--- src/rtl/branch_ctrl.sv ---
// rtl/branch_ctrl.sv - EX-stage branch resolution, bimodal BHT and redirect/flush control
module branch_ctrl #(
  parameter int BHT_DEPTH    = 16,
  parameter int FLUSH_CYCLES = 2
) (
  input  logic        i_clk,
  input  logic        i_reset,
  input  logic        i_stall,
  input  logic [31:0] i_if_pc,
  output logic        o_pred_taken,
  input  logic        i_ex_valid,
  input  logic        i_ex_is_br,
  input  logic        i_ex_is_jmp,
  input  logic [2:0]  i_ex_funct3,
  input  logic [31:0] i_ex_pc,
  input  logic [31:0] i_ex_target,
  input  logic        i_ex_pred_taken,
  output logic        o_br_un,
  input  logic        i_br_less,
  input  logic        i_br_equal,
  output logic        o_redirect,
  output logic [31:0] o_redirect_pc,
  output logic        o_flush,
  output logic        o_illegal,
  output logic [31:0] o_br_cnt,
  output logic [31:0] o_miss_cnt
);

  localparam int IDX_W = $clog2(BHT_DEPTH);
  localparam int CNT_W = $clog2(FLUSH_CYCLES + 1);
  localparam logic [CNT_W-1:0] FLUSH_INIT = CNT_W'(FLUSH_CYCLES);
  localparam logic [CNT_W-1:0] CNT_ONE    = CNT_W'(1);

  typedef enum logic [0:0] {
    S_IDLE,
    S_FLUSH
  } state_t;

  state_t           state_q, state_d;
  logic [CNT_W-1:0] cnt_q, cnt_d;
  logic [1:0]       bht_q [BHT_DEPTH];

  logic [IDX_W-1:0] if_idx;
  logic [IDX_W-1:0] ex_idx;
  logic             br_taken;
  logic             br_illegal;
  logic             resolve;
  logic             do_jmp;
  logic             do_br;
  logic             mispredict;
  logic             redirect_fire;
  logic [31:0]      redirect_target;

  assign if_idx       = i_if_pc[IDX_W+1:2];
  assign ex_idx       = i_ex_pc[IDX_W+1:2];
  // Read port has no bypass: a same-cycle update shows up one cycle later
  assign o_pred_taken = bht_q[if_idx][1];
  assign o_br_un      = i_ex_funct3[1];

  always_comb begin
    br_taken   = 1'b0;
    br_illegal = 1'b0;
    case (i_ex_funct3)
      3'b000:         br_taken = i_br_equal;
      3'b001:         br_taken = !i_br_equal;
      3'b100, 3'b110: br_taken = i_br_less;
      3'b101, 3'b111: br_taken = !i_br_less;
      default:        br_illegal = 1'b1;
    endcase
  end

  // Wrong-path instructions sitting in EX during FLUSH never resolve
  assign resolve       = i_ex_valid & ~i_stall & (state_q == S_IDLE) & (i_ex_is_br | i_ex_is_jmp);
  assign do_jmp        = resolve & i_ex_is_jmp;
  assign do_br         = resolve & ~i_ex_is_jmp & ~br_illegal;
  assign mispredict    = do_br & (br_taken != i_ex_pred_taken);
  assign redirect_fire = do_jmp | mispredict;
  assign redirect_target = (do_jmp | br_taken) ? i_ex_target : i_ex_pc + 32'd4;

  always_comb begin
    state_d = state_q;
    cnt_d   = cnt_q;
    case (state_q)
      S_IDLE: begin
        if (redirect_fire) begin
          state_d = S_FLUSH;
          cnt_d   = FLUSH_INIT;
        end
      end
      S_FLUSH: begin
        if (!i_stall) begin
          if (cnt_q <= CNT_ONE) begin
            state_d = S_IDLE;
            cnt_d   = '0;
          end else begin
            cnt_d = cnt_q - CNT_ONE;
          end
        end
      end
      default: begin
        state_d = S_IDLE;
        cnt_d   = '0;
      end
    endcase
  end

  assign o_flush = (state_q == S_FLUSH);

  always_ff @(posedge i_clk or posedge i_reset) begin
    if (i_reset) begin
      state_q       <= S_IDLE;
      cnt_q         <= '0;
      o_redirect    <= 1'b0;
      o_redirect_pc <= '0;
      o_illegal     <= 1'b0;
      o_br_cnt      <= '0;
      o_miss_cnt    <= '0;
    end else begin
      state_q    <= state_d;
      cnt_q      <= cnt_d;
      o_redirect <= redirect_fire;
      o_illegal  <= resolve & ~i_ex_is_jmp & br_illegal;
      if (redirect_fire) begin
        o_redirect_pc <= redirect_target;
        o_miss_cnt    <= o_miss_cnt + 32'd1;
      end
      if (do_br) begin
        o_br_cnt <= o_br_cnt + 32'd1;
      end
    end
  end

  // Entries start weakly not-taken and saturate at 00 / 11
  always_ff @(posedge i_clk or posedge i_reset) begin
    if (i_reset) begin
      for (int i = 0; i < BHT_DEPTH; i++) begin
        bht_q[i] <= 2'b01;
      end
    end else if (do_br) begin
      if (br_taken && (bht_q[ex_idx] != 2'b11)) begin
        bht_q[ex_idx] <= bht_q[ex_idx] + 2'd1;
      end else if (!br_taken && (bht_q[ex_idx] != 2'b00)) begin
        bht_q[ex_idx] <= bht_q[ex_idx] - 2'd1;
      end
    end
  end

endmodule

--- config.mk ---
export PLATFORM = sky130hd
export DESIGN_NAME = branch_ctrl
export DESIGN_NICKNAME = d
export VERILOG_FILES = /design/src/rtl/branch_ctrl.sv
export SDC_FILE = /design/constraint.sdc
export NUM_CORES = 1
export LEC_CHECK = 0
export ABC_AREA = 1
export BUFFER_PORTS_ARGS = -buffer_cell sky130_fd_sc_hd__buf_2
export CAP_MARGIN = 20
export CORE_MARGIN = 5
export CORE_UTILIZATION = 32
export DETAILED_ROUTE_END_ITERATION = 8
export GPL_ROUTABILITY_DRIVEN = 0
export PLACE_DENSITY = 0.57
export SLEW_MARGIN = 20
export SYNTH_ARGS = -nofsm -noshare
export SYNTH_HDL_FRONTEND = slang
export SYNTH_SLANG_ARGS = --single-unit
--- constraint.sdc ---
create_clock -name i_clk -period 3.85 [get_ports i_clk]
set_input_delay 0.1925 -clock i_clk [delete_from_list [all_inputs] [get_ports i_clk]]
set_output_delay 0.1925 -clock i_clk [all_outputs]
set_load 0.03 [all_outputs]
==> out/metrics.yaml, run 1 <==
yosys.area.top_type: "dfrtp_1"
port_buffers: 180
arrival_ns: 2.76
fillers: 3024
tritoncts: "done"
drive_gt1_share_pct: 16.7
dr.pass1.iters: 5
drc: 0
via_per_inst: 4.69
die_h_um: 178
area_delta_synth_final_pct: 19.9
cp-start-kind: "register"
die_area_um2: 31600
synth-edff-count: 0
ys_async_sr_fraction_pct: 100
clock_latency_ns: 0.42
cts.repair.resized: 0
clock.fmax_mhz: 408
grt_pass1_wl_um: 46300
synth_most_common_cell: "nand2_1"
grt_pass1_vias: 8718
r2r-start: "o_flush$_DFF_PP0_"
cts_buffers: 17
wirelength_um: 28400
grt_max_degree: 88
gr-total-overflow: 0
hold_class: "input pin to register"
power_density_nw_per_um2: 474
max_stage_delay_ns: 0.53
path_cells: "inv_1, nand3_1, nor2_1, inv_1, nand2_2, inv_2, nand2_1, nand2_1"
htree_levels: 4
final.setup.tns_ns: 0
synth_fp_nets: 1498
crit_path_end_kind: "register"
cts_num_sinks: 133
syn_avg_cell_area_um2: 6.51
synth-compound-area-share_pct: 4.10
placementRows: 61
ys.flop_type: "dfrtp_1"
initial_core_util_pct: 32.4
yosysWarningCount: 0
hpwl_um: 20900
synth_top_family_by_area: "simple AND/OR/NAND/NOR gates"
finalHoldViolCount: 0
synth_seq_area_share_pct: 37.2
finalInstanceArea_um2: 10800
crit_type: "register to register"
num_vias: 9124
antenna_found_initial: 0
path_clk_slew_ns: 0.07
syn_area_um2: 9000
drt_first_iter_violations: 671
startpoint: "o_flush$_DFF_PP0_"
wire_per_inst_um: 14.6
p_leak_nw: 5.69
required_ns: 4.16
core_area_um2: 27800
synth_common_cells: "593 x nand2_1, 157 x nor2_1, 140 x nand3_1, 121 x inv_1, 117 x dfrtp_1"
synth-xor-area-share_pct: 4.97
path_max_fanout: 53
peakVddDrop_mv: 0.288
holdCritStartpoint: "i_stall"
clockRootBuffer: "clkbuf_16"
clockBufferDepth: 2
yosys.area_share.simple_pct: 44.1
crit_slowest_cell: "inv_2"
ant_nets: 0
synth_cell_types: 34
synth_cells: 1382
status: "finished, final reports clean"
finalMaxSlewViolations: 0
cap_violations: 0
nets: 1667
grtUsageTotal_pct: 18.2
synth_top_area_share_pct: 32.5
synthMuxAreaShare_pct: 0
worst_pin_slew_ns: 1.05
netlist_top_cells_area: "dfrtp_1 33%, nand2_1 25%, nand3_1 7.8%"
fin_skew_ns: 0.0117
rsz0062_at_grt: "false"
synth-adder-area-share_pct: 1.11
ioPinCount: 209
layout_worst_path_cycle_share_pct: 63.6
slew_headroom_pct: 29.9
synth-seq-cells: 133
dpl-instance-area_um2: 10200
min_period_ns: 2.45
chipWidth_um: 178
finalSetupViolCount: 0
## metal layers
layer,wire (um),share of wire [%],GRT usage [%],vias to the layer above
li1,-,-,-,4667
met1,13100,46,24.6,4174
met2,13000,46,29.7,253
met3,1800,6.3,4.24,30
met4,423,1.5,4.19,0
met5,0,0,0,-
## worst max-delay path: cells and delay by family (launching register included)
family                 cells  cell delay, ns
flip-flops                 1            0.38
buffers and inverters      3            0.70
AND/OR/NAND/NOR            5            1.23
## layout make-up
class	count	area, um2	area share [%]
inverters	126	478	4.43
clock inverters	15	133	1.23
clock buffers	17	425	3.94
multi-input cells	1080	4890	45.3
well taps	378	473	4.38
diodes	2	5.00	0.0464
flip-flops and latches	133	3350	31.0
repair buffers	193	1040	9.63
## placed cells by master (no fill, tap or decap), types with 2 or more instances in the layout
master,count
o21ai_0,51
nand3_2,3
xor2_1,38
buf_4,9
a21oi_1,9
buf_12,3
nand3_1,140
inv_8,3
buf_2,180
dfstp_2,16
nand2_1,593
inv_1,120
ha_1,8
clkbuf_16,17
nor2_1,157
nand3b_1,14
nand4_1,15
and3_1,2
o21ai_1,3
xnor2_1,13
nor2_4,3
inv_6,7
dfrtp_1,117
nor3_1,15
diode_2,2
clkinv_1,2
nand2_2,4
inv_2,3
o211ai_1,4
clkinvlp_4,5
nor2_2,2
## report_power, final
| group | internal, mW | total [mW] | leakage [nW] | switching, mW |
|---|---|---|---|---|
| sequential | 1.68 | 1.89 | 1.72 | 0.215 |
| clock | 0.850 | 1.60 | 0.260 | 0.745 |
| combinational | 0.447 | 1.63 | 3.72 | 1.18 |
| total | 2.97 | 5.11 | 5.69 | 2.14 |
## path summary, 6_finish.rpt
path                                                 end  slack [ns]  cells after the start
max                        o_redirect_pc[23]$_DFFE_PP0P_        1.40                      8
min                                    o_flush$_DFF_PP0_        0.04                      3
max reg2reg                o_redirect_pc[23]$_DFFE_PP0P_        1.40                      8
min reg2reg                 o_redirect_pc[2]$_DFFE_PP0P_        0.47                      2
max in group asynchronous                      async pin        2.51                      4
min in group asynchronous       o_br_cnt[21]$_DFFE_PP0P_        0.50                      3
## metrics by stage
| step | cells | power, mW | setup WS [ns] | hold slack (ns) | util, % |
|---|---|---|---|---|---|
| 2_1_floorplan | 1382 | 2.99 | 0.130 | 0.342 | - |
| 3_3_place_gp | 1909 | 3.53 | 1.13 | 0.431 | 36.8 |
| 3_5_place_dp | 1909 | 3.56 | 1.09 | 0.430 | 36.8 |
| 4_1_cts | 1942 | 5.18 | 1.34 | 0.0260 | 38.8 |
| 5_1_grt | 1942 | 5.42 | 1.11 | 0.0465 | 38.8 |
| 6_report | 1944 | 5.11 | 1.40 | 0.0433 | 38.8 |
## what timing repair did
item / in CTS / in global routing
setup buffers: 0 / 0
setup endpoints to repair: 0 / 0
hold buffers: 1 / 0
hold endpoints to repair: 78 / 0
## logic make-up (layout without fill, tap and decap cells)
kind of cell,after synthesis,in the layout
AND/OR/NAND/NOR,952,952
buffers and inverters,169,351
flip-flops,133,133
AO/OA/AOI/OAI,69,69
XOR/XNOR,51,51
adder cells (fa/ha/maj),8,8
other,0,2
Note: power is estimated with default switching activity, not from simulation.
==> run 2, diff against run 1 <==
==> constraint.sdc (replaced) <==
create_clock -name i_clk -period 2.2 [get_ports i_clk]
set_input_delay 0.11 -clock i_clk [delete_from_list [all_inputs] [get_ports i_clk]]
set_output_delay 0.11 -clock i_clk [all_outputs]
set_load 0.03 [all_outputs]
==> out/metrics.yaml, run 2 (synthesis gave the netlist of run 1 again) <==
status: "finished, final reports clean"
cp-start-kind: "register"
power_density_nw_per_um2: 813  # +71%
nets: 1713  # +2.8%
htree_levels: 4  # unchanged
final.setup.tns_ns: 0  # unchanged
layout_worst_path_cycle_share_pct: 90.7  # +27 points
grt_pass1_wl_um: 46200  # -0.12%
clockBufferDepth: 2  # unchanged
cp_num_cells: 13  # +5
chipWidth_um: 178  # unchanged
path_clk_slew_ns: 0.07  # about the same
hold_class: "input pin to register"
gr-total-overflow: 0  # unchanged
crit_slowest_cell: "dfstp_2"
clock_latency_ns: 0.42  # about the same
cpMostUsedCell: "nand2_1"
die_h_um: 178  # unchanged
path_cells: "nand2_1, nand3_1, nand2_1, nand2_1, nand4_4, inv_1, ha_1, inv_4, nor2_1, nand3_1, nand2_1, nand3_1, nand2_1"
drt_first_iter_violations: 606  # -9.7%
peakVddDrop_mv: 0.511  # +78%
tritoncts: "done"
wire_per_inst_um: 14.5  # -0.94%
critPathTopFamily: "simple AND/OR/NAND/NOR gates"
finalInstanceArea_um2: 11300  # +4.6%
multiInputGateArea_um2: 4890  # +0.10%
grt_pass1_vias: 8918  # +2.3%
port_buffers: 180  # unchanged
finalWorstSetupSlack_ns: 0.204  # -1.20 ns
crit_type: "register to register"
area_delta_synth_final_pct: 25.4
grtUsageTotal_pct: 18.2  # about the same
slew_headroom_pct: 50.7  # +21 points
drc: 0  # unchanged
cts_num_sinks: 133  # unchanged
fin_util_pct: 40.6  # +1.8 points
min_period_ns: 2.00  # -0.452 ns
rsz0062_at_grt: "false"
die_area_um2: 31600  # unchanged
path_buf_inv: 2  # -1
finalMaxSlewViolations: 0  # unchanged
finalSetupViolCount: 0  # unchanged
dr.pass1.iters: 5  # unchanged
grt_max_degree: 134  # +52%
antenna_found_initial: 1  # +1
initial_core_util_pct: 32.4  # unchanged
drive_gt1_share_pct: 17.8  # +1.1 points
final_common_cell: "nand2_1"
placementRows: 61  # unchanged
num_vias: 9376  # +2.8%
clock.fmax_mhz: 501  # +23%
path_max_fanout: 16  # -70%
required_ns: 2.50  # -1.66 ns
clockRootBuffer: "clkbuf_16"
cap_violations: 0  # unchanged
reg2reg_depth: 13  # +5
fin_skew_ns: 0.0161  # +0.00440 ns
hpwl_um: 21100  # +1.0%
ant_nets: 0  # unchanged
via_per_inst: 4.71  # +0.44%
seq_area_um2: 3350  # unchanged
crit_path_end_kind: "register"
cts_buffers: 17  # unchanged
arrival_ns: 2.29  # -0.47 ns
fillers: 2975  # -1.6%
worst_pin_slew_ns: 0.740  # -0.310 ns
finalHoldViolCount: 0  # unchanged
p_leak_nw: 5.93  # +4.2%
wirelength_um: 28800  # +1.4%
dp_slack_ns: 0.127  # -0.968 ns
max_stage_delay_ns: 0.53  # about the same
hold_depth: 5  # +2
dpl-instance-area_um2: 10400  # +1.9%
core_area_um2: 27800  # unchanged
ioPinCount: 209  # unchanged
final_cell_mix: "593 x nand2_1, 180 x buf_2, 157 x nor2_1"
regToRegSetupSlack_ns: 0.20  # -1.20 ns
run 2: cell count changes in the layout (fill, tap and decap cells not counted), sizes merged:
cell / previous run / this run
clkinv: 3 / 2
diode: 2 / 1
dlygate4sd3: 1 / 25
bufinv: 0 / 1
clkinvlp: 5 / 6
inv: 133 / 132
buf: 192 / 214
run 2: through the flow:
| stage | hold slack [ns] | instances | total power, mW |
|---|---|---|---|
| 5_1_grt | 0.00760 | 1989 | 9.71 |
| 3_5_place_dp | 0.387 | 1928 | 6.28 |
| 3_3_place_gp | 0.381 | 1928 | 6.24 |
| 4_1_cts | 0.000445 | 1985 | 9.28 |
| 6_report | 0.0101 | 1989 | 9.17 |
| 2_1_floorplan | 0.260 | 1382 | 5.24 |
run 2: tightest hold or removal path, stage by stage:
cell and delay [ns]:
buf_2 0.08, inv_1 0.03, nand2_1 0.05, nand3_1 0.07, nand2_1 0.06
run 2: final cells by class:
class	instances	area share (%)
Multi-Input combinational cell	1080	43.4
Clock inverter	15	1.40
Tap cell	378	4.19
Clock buffer	17	3.77
Inverter	126	4.28
Antenna cell	1	0.0222
Timing Repair Buffer	239	13.3
Sequential cell	133	29.7
run 2: worst paths after layout:
| kind | end | startpoint |
|---|---|---|
| worst max-delay path | bht_q[31]$_DFFE_PP0P_ | register |
| worst min-delay path | o_redirect_pc[31]$_DFFE_PP0P_ | i_ex_target[31] |
| min in group asynchronous | o_miss_cnt[26]$_DFFE_PP0P_ | i_reset |
| max in group asynchronous | o_redirect_pc[8]$_DFFE_PP0P_ | i_reset |
| worst max register to register | bht_q[31]$_DFFE_PP0P_ | register |
| worst min register to register | o_redirect_pc[7]$_DFFE_PP0P_ | o_redirect_pc[7]$_DFFE_PP0P_ |
run 2: per-layer routing:
metal,track usage (%),wire length [um],up-vias
met3,3.64,1600,49
li1,-,-,4761
met5,0,0,-
met4,5.45,661,0
met2,30.2,13500,266
met1,24.0,13100,4300
run 2: what timing repair did:
action | in CTS | in global routing
hold buffers | 25 | 0
resized for setup | 0 | 5
setup buffers | 0 | 3
endpoints found under the hold margin | 139 | 0
endpoints found under the setup margin | 0 | 32
run 2: power breakdown:
| group | switching, mW | internal, mW | leakage, nW |
|---|---|---|---|
| Sequential | 0.378 | 2.93 | 1.72 |
| Combinational | 2.09 | 0.870 | 3.94 |
| Clock | 1.28 | 1.61 | 0.276 |
| Total | 3.75 | 5.41 | 5.93 |
==> run 3, diff against run 2 <==
--- a/config.mk
+++ b/config.mk
@@ -12,6 +12,7 @@
 export CORE_UTILIZATION = 32
 export DETAILED_ROUTE_END_ITERATION = 8
 export GPL_ROUTABILITY_DRIVEN = 0
+export HOLD_SLACK_MARGIN = 0.15
 export PLACE_DENSITY = 0.57
 export SLEW_MARGIN = 20
 export SYNTH_ARGS = -nofsm -noshare
==> out/metrics.yaml, run 3 (synthesis gave the netlist of run 1 again) <==
grt_pass1_vias: 9142  # +2.5%
path_max_fanout: 16  # unchanged
initial_core_util_pct: 32.4  # unchanged
dr.pass1.iters: 5  # unchanged
min_to: "o_redirect_pc[6]$_DFFE_PP0P_"
cap_violations: 0  # unchanged
layout_worst_path_cycle_share_pct: 90.3  # -0.36 points
gr-total-overflow: 0  # unchanged
die_area_um2: 31600  # unchanged
port_buffers: 180  # unchanged
status: "finished, final reports clean"
ioPinCount: 209  # unchanged
hold_class: "input pin to register"
clockRootBuffer: "clkbuf_16"
area_delta_synth_final_pct: 28.7
wirelength_um: 29200  # +1.3%
power_density_nw_per_um2: 796  # -2.1%
holdCritStartpoint: "i_ex_target[6]"
p_leak_nw: 6.06  # +2.1%
grt_pass1_wl_um: 47000  # +1.6%
htree_levels: 4  # unchanged
finalHoldViolCount: 0  # unchanged
cts_buffers: 17  # unchanged
worst_pin_slew_ns: 0.739  # -0.00143 ns
diodes: 0  # -1
via_per_inst: 4.69  # -0.50%
clock_latency_ns: 0.42  # about the same
path_clk_slew_ns: 0.07  # about the same
peakVddDrop_mv: 0.513  # +0.32%
reg2reg_depth: 13  # unchanged
hpwl_um: 21100  # unchanged
regToRegSetupSlack_ns: 0.21  # about the same
clockBufferDepth: 2  # unchanged
core_area_um2: 27800  # unchanged
grtUsageTotal_pct: 18.5  # +0.25 points
required_ns: 2.50  # about the same
finalSetupViolCount: 0  # unchanged
clock.fmax_mhz: 503  # +0.40%
arrival_ns: 2.28  # about the same
finalMaxSlewViolations: 0  # unchanged
final_common_cell: "nand2_1"
nets: 1743  # +1.8%
crit_path_end_kind: "register"
grt_max_degree: 134  # unchanged
r2r_end: "bht_q[31]$_DFFE_PP0P_"
drt_first_iter_violations: 619  # +2.1%
cp-start-kind: "register"
tritoncts: "done"
fin_total_pwr_mw: 9.21  # +0.49%
wire_per_inst_um: 14.5  # -0.13%
final.setup.tns_ns: 0  # unchanged
antenna_found_initial: 0  # -1
num_vias: 9465  # +0.95%
crit_type: "register to register"
placementRows: 61  # unchanged
final_cell_mix: "593 x nand2_1, 180 x buf_2, 157 x nor2_1"
die_h_um: 178  # unchanged
hold_depth: 5  # unchanged
drive_gt1_share_pct: 17.4  # -0.32 points
min_period_ns: 1.99  # -0.00799 ns
ant_nets: 0  # unchanged
drc: 0  # unchanged
fin_skew_ns: 0.0161  # -0.0000130 ns
cts_num_sinks: 133  # unchanged
chipWidth_um: 178  # unchanged
slew_headroom_pct: 50.8  # +0.095 points
rsz0062_at_grt: "false"
run 3: cell count changes in the layout (fill, tap and decap cells not counted):
cell	delta
diode_2	-1
dlygate4sd3_1	+30
run 3: worst max-delay path, stage by stage, from the launching register on:
cell	delay [ns]
dfstp_2	0.53
nand2_1	0.05
nand3_1	0.14
nand2_1	0.07
nand2_1	0.10
nand4_4	0.10
inv_1	0.08
ha_1	0.29
inv_4	0.19
nor2_1	0.08
nand3_1	0.08
nand2_1	0.05
nand3_1	0.07
nand2_1	0.06
run 3: cell type report:
class	count	area (um2)
well taps	378	473
fillers	2937	16200
repair buffers	269	1800
clock inverters	15	158
multi-input cells	1080	4890
clock buffers	17	425
inverters	126	483
flip-flops and latches	133	3350
run 3: worst max-delay path by stage:
stage / start / endpoint / slack, ns / cells after the start
final: register / bht_q[31]$_DFFE_PP0P_ / 0.21 / 13
after global routing: register / bht_q[15]$_DFFE_PP0P_ / 0.007 / 13
after floorplan: register / bht_q[13]$_DFFE_PP0P_ / 0.03 / 16
after detailed placement: o_flush$_DFF_PP0_ / bht_q[21]$_DFFE_PP0P_ / 0.13 / 9
after CTS: o_flush$_DFF_PP0_ / bht_q[29]$_DFFE_PP0P_ / 0.1 / 9
after global placement: i_ex_pc[4] / bht_q[11]$_DFFE_PP0P_ / 0.14 / 13
run 3: routing by layer:
metal / global-route usage [%] / part of all wire [%]
met1: 24.2 / 45
met2: 31.0 / 47
met3: 3.28 / 5.7
met4: 5.80 / 2.3
met5: 0 / 0
run 3: report_power, final:
part	internal [mW]	total, mW	switching (mW)
clock network	1.61	2.89	1.28
registers	2.93	3.31	0.378
logic	0.905	3.01	2.10
total	5.45	9.21	3.76
run 3: stage by stage:
step | cell area (um2) | setup WS, ns | hold WS [ns] | instances | utilization (%)
after detailed placement | 10400 | 0.127 | 0.387 | 1928 | 37.5
after CTS | 11500 | 0.0954 | 0.163 | 2014 | 41.5
final | 11600 | 0.212 | 0.177 | 2018 | 41.7
after floorplan | 9010 | 0.0269 | 0.260 | 1382 | -
after global routing | 11600 | 0.00725 | 0.186 | 2018 | 41.7
after global placement | 10400 | 0.138 | 0.381 | 1928 | 37.5
run 3: timing repair:
| action | CTS | global route |
|---|---|---|
| gates resized for setup | 0 | 5 |
| setup buffers | 0 | 3 |
| endpoints found under the hold margin | 151 | 1 |
| setup endpoints to repair | 0 | 32 |
| hold buffers | 54 | 1 |
